===== config.mk =====
export PLATFORM = sky130hd
export DESIGN_NAME = multi_state_seq
export DESIGN_NICKNAME = d
export VERILOG_FILES = /design/src/rtl/multi_state_seq.sv
export SDC_FILE = /design/constraint.sdc
export NUM_CORES = 1
export LEC_CHECK = 0
export BUFFER_PORTS_ARGS = -buffer_cell sky130_fd_sc_hd__buf_2
export CAP_MARGIN = 40
export CORE_MARGIN = 3
export CORE_UTILIZATION = 30
export DETAILED_ROUTE_END_ITERATION = 10
export PLACE_DENSITY_LB_ADDON = 0.05
export SLEW_MARGIN = 30
export SYNTH_ARGS = -nofsm -noshare
export SYNTH_HDL_FRONTEND = slang
export SYNTH_SLANG_ARGS = --single-unit

===== constraint.sdc =====
create_clock -name clk_i -period 3.4 [get_ports clk_i]
set_input_delay 0 -clock clk_i [delete_from_list [all_inputs] [get_ports clk_i]]
set_output_delay 0 -clock clk_i [all_outputs]
set_load 0.05 [all_outputs]

===== src/rtl/multi_state_seq.sv =====
// Multi-cycle MIPS step sequencer: IF/ID/EX/MEM/WB state register with memory-ready stalls,
// halt at instruction boundaries, illegal-op / watchdog trap and a retired-instruction count.
module multi_state_seq #(
    parameter int unsigned CNT_W       = 32,
    parameter int unsigned WAIT_W      = 8,
    parameter int unsigned MEM_TIMEOUT = 200
) (
    input  logic             clk_i,
    input  logic             reset_i,
    input  logic [5:0]       op_i,
    input  logic             next_ins_i,
    input  logic             mem_ready_i,
    input  logic             halt_req_i,
    output logic [2:0]       state_o,
    output logic             step_en_o,
    output logic             mem_req_o,
    output logic             halted_o,
    output logic             trapped_o,
    output logic             illegal_op_o,
    output logic             mem_timeout_o,
    output logic [CNT_W-1:0] retired_o
);

    typedef enum logic [2:0] {
        StIf   = 3'd0,
        StId   = 3'd1,
        StEx   = 3'd2,
        StMem  = 3'd3,
        StWb   = 3'd4,
        StHalt = 3'd5,
        StTrap = 3'd6
    } state_e;

    localparam logic [5:0] OpRtype = 6'b000000;
    localparam logic [5:0] OpLw    = 6'b100011;
    localparam logic [5:0] OpSw    = 6'b101011;
    localparam logic [5:0] OpBeq   = 6'b000100;
    localparam logic [5:0] OpAddi  = 6'b001000;
    localparam logic [5:0] OpJ     = 6'b000010;

    localparam logic [WAIT_W-1:0] WaitLast = WAIT_W'(MEM_TIMEOUT - 1);

    state_e            state_q, state_d;
    logic [WAIT_W-1:0] wait_q, wait_d;
    logic [CNT_W-1:0]  retired_q, retired_d;
    logic              illegal_q, illegal_d;
    logic              timeout_q, timeout_d;
    logic              halted_q, trapped_q;
    logic              op_legal, mem_step, retire;

    always_comb begin
        op_legal = op_i inside {OpRtype, OpLw, OpSw, OpBeq, OpAddi, OpJ};
        mem_step = (state_q == StIf) || (state_q == StMem && (op_i == OpLw || op_i == OpSw));
    end

    // Parked states present ID to the decoder so every decoder enable is inactive.
    always_comb begin
        mem_req_o = !reset_i && mem_step;
        if (reset_i) begin
            step_en_o = 1'b0;
        end else if (mem_step) begin
            step_en_o = mem_ready_i;
        end else if (state_q == StId) begin
            step_en_o = op_legal;
        end else begin
            step_en_o = (state_q == StEx) || (state_q == StMem) || (state_q == StWb);
        end
        state_o = (state_q == StHalt || state_q == StTrap) ? 3'b001 : state_q;
    end

    always_comb begin
        state_d   = state_q;
        wait_d    = wait_q;
        retired_d = retired_q;
        illegal_d = illegal_q;
        timeout_d = timeout_q;
        retire    = 1'b0;
        if (mem_step && !mem_ready_i) begin
            if (wait_q == WaitLast) begin
                state_d   = StTrap;
                timeout_d = 1'b1;
            end else begin
                wait_d = wait_q + WAIT_W'(1);
            end
        end else begin
            case (state_q)
                StIf:  state_d = StId;
                StId: begin
                    if (op_legal) begin
                        state_d = StEx;
                    end else begin
                        state_d   = StTrap;
                        illegal_d = 1'b1;
                    end
                end
                StEx:  if (next_ins_i) retire = 1'b1; else state_d = StMem;
                StMem: if (next_ins_i) retire = 1'b1; else state_d = StWb;
                StWb:  retire = 1'b1;
                StHalt: if (!halt_req_i) state_d = StIf;
                StTrap: state_d = StTrap;
                default: state_d = StIf;
            endcase
        end
        if (retire) begin
            retired_d = retired_q + CNT_W'(1);
            state_d   = halt_req_i ? StHalt : StIf;
        end
        if (state_d != state_q) begin
            wait_d = '0;
        end
    end

    always_ff @(posedge clk_i) begin
        if (reset_i) begin
            state_q   <= StIf;
            wait_q    <= '0;
            retired_q <= '0;
            illegal_q <= 1'b0;
            timeout_q <= 1'b0;
            halted_q  <= 1'b0;
            trapped_q <= 1'b0;
        end else begin
            state_q   <= state_d;
            wait_q    <= wait_d;
            retired_q <= retired_d;
            illegal_q <= illegal_d;
            timeout_q <= timeout_d;
            halted_q  <= (state_d == StHalt);
            trapped_q <= (state_d == StTrap);
        end
    end

    assign halted_o      = halted_q;
    assign trapped_o     = trapped_q;
    assign illegal_op_o  = illegal_q;
    assign mem_timeout_o = timeout_q;
    assign retired_o     = retired_q;

endmodule


==> flow_metrics.env <==
export IMPL_fin_crit_ns=2.63
export IMPL_timing_rr_start="state_q[0]"
export IMPL_ant_nets=0
export IMPL_die_y_um=96.1
export IMPL_synth_seq_area_share_pct=38.6
export IMPL_wl_per_cell_um=14.0
export IMPL_hold_class="in2reg"
export IMPL_first_pass_iters=4
export IMPL_slew_headroom_pct=47.5
export IMPL_holdWs_ns=0.171
export IMPL_netlist_area_leader_share_pct=38.6
export IMPL_cap_violations=0
export IMPL_final_nets=357
export IMPL_cp_data_arrival_time_ns=2.86
export IMPL_p_int_mw=0.992
export IMPL_crit_type="reg2reg"
export IMPL_cp_endpoint="wait_q[1]"
export IMPL_crit_path_start_kind="register"
export IMPL_drc=0
export IMPL_layout_commonest_cell="buf_2"
export IMPL_synth_seq_cells=47
export IMPL_power_density_mw_per_mm2=638
export IMPL_n_antenna_cell=0
export IMPL_grt_pass1_wl_mm=10.3
export IMPL_seq_power_share_pct=36.8
export IMPL_outcome="finished clean"
export IMPL_finish_utilization_pct=36.8
export IMPL_p_switching_mw=0.842
export IMPL_fillers=835
export IMPL_critPathLaunch="state_q[0]"
export IMPL_synth_top_area_cell="dfxtp_1"
export IMPL_dp_slack_ns=0.766
export IMPL_die_w_um=96.1
export IMPL_power_mw=1.83
export IMPL_synth_area_top_cells="dfxtp_1 (39%), xnor2_1 (10%), nor2_1 (6.0%), nand2_1 (4.2%), nor3_1 (3.9%)"
export IMPL_cts_sinks=47
export IMPL_cts_inserted_buffers=5
export IMPL_p_sw_share_pct=45.9
export IMPL_place_port_buffers=51
export IMPL_synth_edf_count=0
export IMPL_synth_area_mm2=0.00244
export IMPL_synth_cells=296
export IMPL_ir_drop_v=0.000340
export IMPL_clkLatencyLatePin_ns=0.30
export IMPL_worst_r2r_path_depth=6
export IMPL_mostFrequentLayoutCells="buf_2 (51), dfxtp_1 (47), nor2_1 (39)"
export IMPL_core_mm2=0.00781
export IMPL_first_iter_violations=72
export IMPL_worstSetupEndpointType="register"
export IMPL_design_die_area_mm2=0.00924
export IMPL_place_congestion=0.801
export IMPL_num_vias=2208
export IMPL_fin_worst_skew_ns=0.00455
export IMPL_crit_family="simple AND/OR/NAND/NOR gates"
export IMPL_cts_tree="done"
export IMPL_worst_slew_pin_slew_ns=0.787
export IMPL_syn2layout_area_growth_pct=18.0
export IMPL_synth_fp_nets=309
export IMPL_dpl_hpwl_mm=4.48
export IMPL_cp_slowest_cell="dfxtp_1"
export IMPL_required_ns=3.63
export IMPL_async_flop_share_pct=0
export IMPL_start_util_pct=31.2
export IMPL_cp_buffers_inverters=0
export IMPL_slew_violations=0
export IMPL_antenna_found_initial=0
export IMPL_ys_flop_type="dfxtp_1"
export IMPL_clockPowerShare_pct=18.9
export IMPL_combPwrFrac_pct=44.3
export IMPL_cts_path_max_buffers=2
export IMPL_grt_max_degree=41
export IMPL_htree_num_levels=2
export IMPL_layout_drive_gt1_share_pct=21.5
export IMPL_postCtsSetupRepairBufs=0
export IMPL_cp_cell_sequence="and3b_1 -> nand4b_1 -> and2_1 -> a2111oi_2 -> o21ai_2 -> nor3_2"
export IMPL_cp_slowest_stage_delay_ns=0.63
export IMPL_leakage_nw=1.04
export IMPL_critPathMaxFanout=15
export IMPL_rows=32
export IMPL_grt_setup_unrepaired="false"
export IMPL_synthDistinctLibCells=48
export IMPL_grt_pass1_vias=2113
export IMPL_fin_ws_ns=0.771
export IMPL_grt_ovfl_total=0
export IMPL_wl_mm=6.22
export IMPL_avgSynthCellArea_um2=8.23
export IMPL_grt_usage_pct=14.3
export IMPL_io_pins=52
export IMPL_setup_viol_count_final=0
export IMPL_clockRootBuffer="clkbuf_8"
export IMPL_final_hold_violation_count=0
export IMPL_setup_tns_ns=0
export IMPL_fin_crit_sh_pct=77.3
export IMPL_clk_pin_slew_ns=0.08
export IMPL_cp_depth=6
export IMPL_fmax_ghz=0.380
export IMPL_rr_endpoint="wait_q[1]"
export IMPL_vias_per_cell=4.95
export IMPL_yosysWarnings=0
export IMPL_rrSetupSlack_ns=0.77
[cells in the mapped netlist (3+ instances only)]
library cell,count
dfxtp_1,47
nor2_1,39
xnor2_1,28
nand2_1,27
nor3_1,19
a21oi_1,17
inv_1,11
clkbuf_1,9
nand3_1,9
nor3_2,9
o21ai_0,9
nand4_1,8
nor4_1,8
xor2_1,5
nand4b_1,4
or3_1,4
a211oi_1,3
and2_1,3
buf_2,3
[registers in the layout, indices dropped and copies added, names as in the netlist]
| name | cells |
|---|---|
| illegal_op_o | 1 |
| halted_o | 1 |
| state_q | 3 |
| wait_q | 8 |
| retired_o | 32 |
| trapped_o | 1 |
| mem_timeout_o | 1 |
[per-layer routing]
layer  GRT usage, %  part of all wire (%)
met5              0                     0
met2           22.4                    45
met3           2.58                   3.9
met4           4.27                  0.92
met1           19.8                    50
[how the worst min path moves through the flow]
stage / startpoint / endpoint / slack (ns) / cells after the start
CTS: op_i[4] / illegal_op_o / 0.17 / 5
floorplan: reset_i / state_q[1] / 0.08 / 1
finish: op_i[4] / illegal_op_o / 0.17 / 5
detailed placement: halt_req_i / state_q[2] / 0.30 / 3
global placement: halt_req_i / state_q[2] / 0.30 / 3
global route: op_i[4] / illegal_op_o / 0.21 / 5
[through the flow]
step                area, um2  cells
floorplan                2440    296
global placement         2780    438
detailed placement       2780    438
CTS                      2880    446
global route             2880    446
finish                   2880    446
[power by group through the flow]
stage          clock (mW)  combinational (mW)  sequential, mW
2_1_floorplan           0               0.605           0.714
3_3_place_gp            0               0.830           0.686
3_5_place_dp            0               0.818           0.688
4_1_cts             0.370               0.820           0.675
5_1_grt             0.389               0.883           0.688
6_report            0.346               0.812           0.675
[worst register-to-register path, stage by stage (launching register included)]
cell and delay, ns:
dfxtp_1 0.63, and3b_1 0.27, nand4b_1 0.37, and2_1 0.43
a2111oi_2 0.37, o21ai_2 0.28, nor3_2 0.22
[logic make-up after synthesis]
logic type | share of synthesized area [%]
buffers and inverters | 4.00
adders and majority gates | 1.44
and+or+nand+nor | 31.7
xor gates and xnor gates | 11.9
AOI/OAI and AO/OA | 12.0
DFF | 38.6
muxes | 0.411
[what timing repair did]
action | in CTS | in global routing
resized for setup | 0 | 0
hold endpoints to repair | 1 | 0
hold buffers | 1 | 0
[area by class of cell]
class / instances / area, um2 / area share [%]
repair buffers: 54 / 280 / 9.74
clock buffers: 6 / 82.6 / 2.87
clock inverters: 1 / 5.00 / 0.174
inverters: 11 / 41.3 / 1.44
multi-input cells: 225 / 1400 / 48.6
well taps: 102 / 128 / 4.44
flip-flops and latches: 47 / 941 / 32.7
Power figures use the tool's default switching activity.
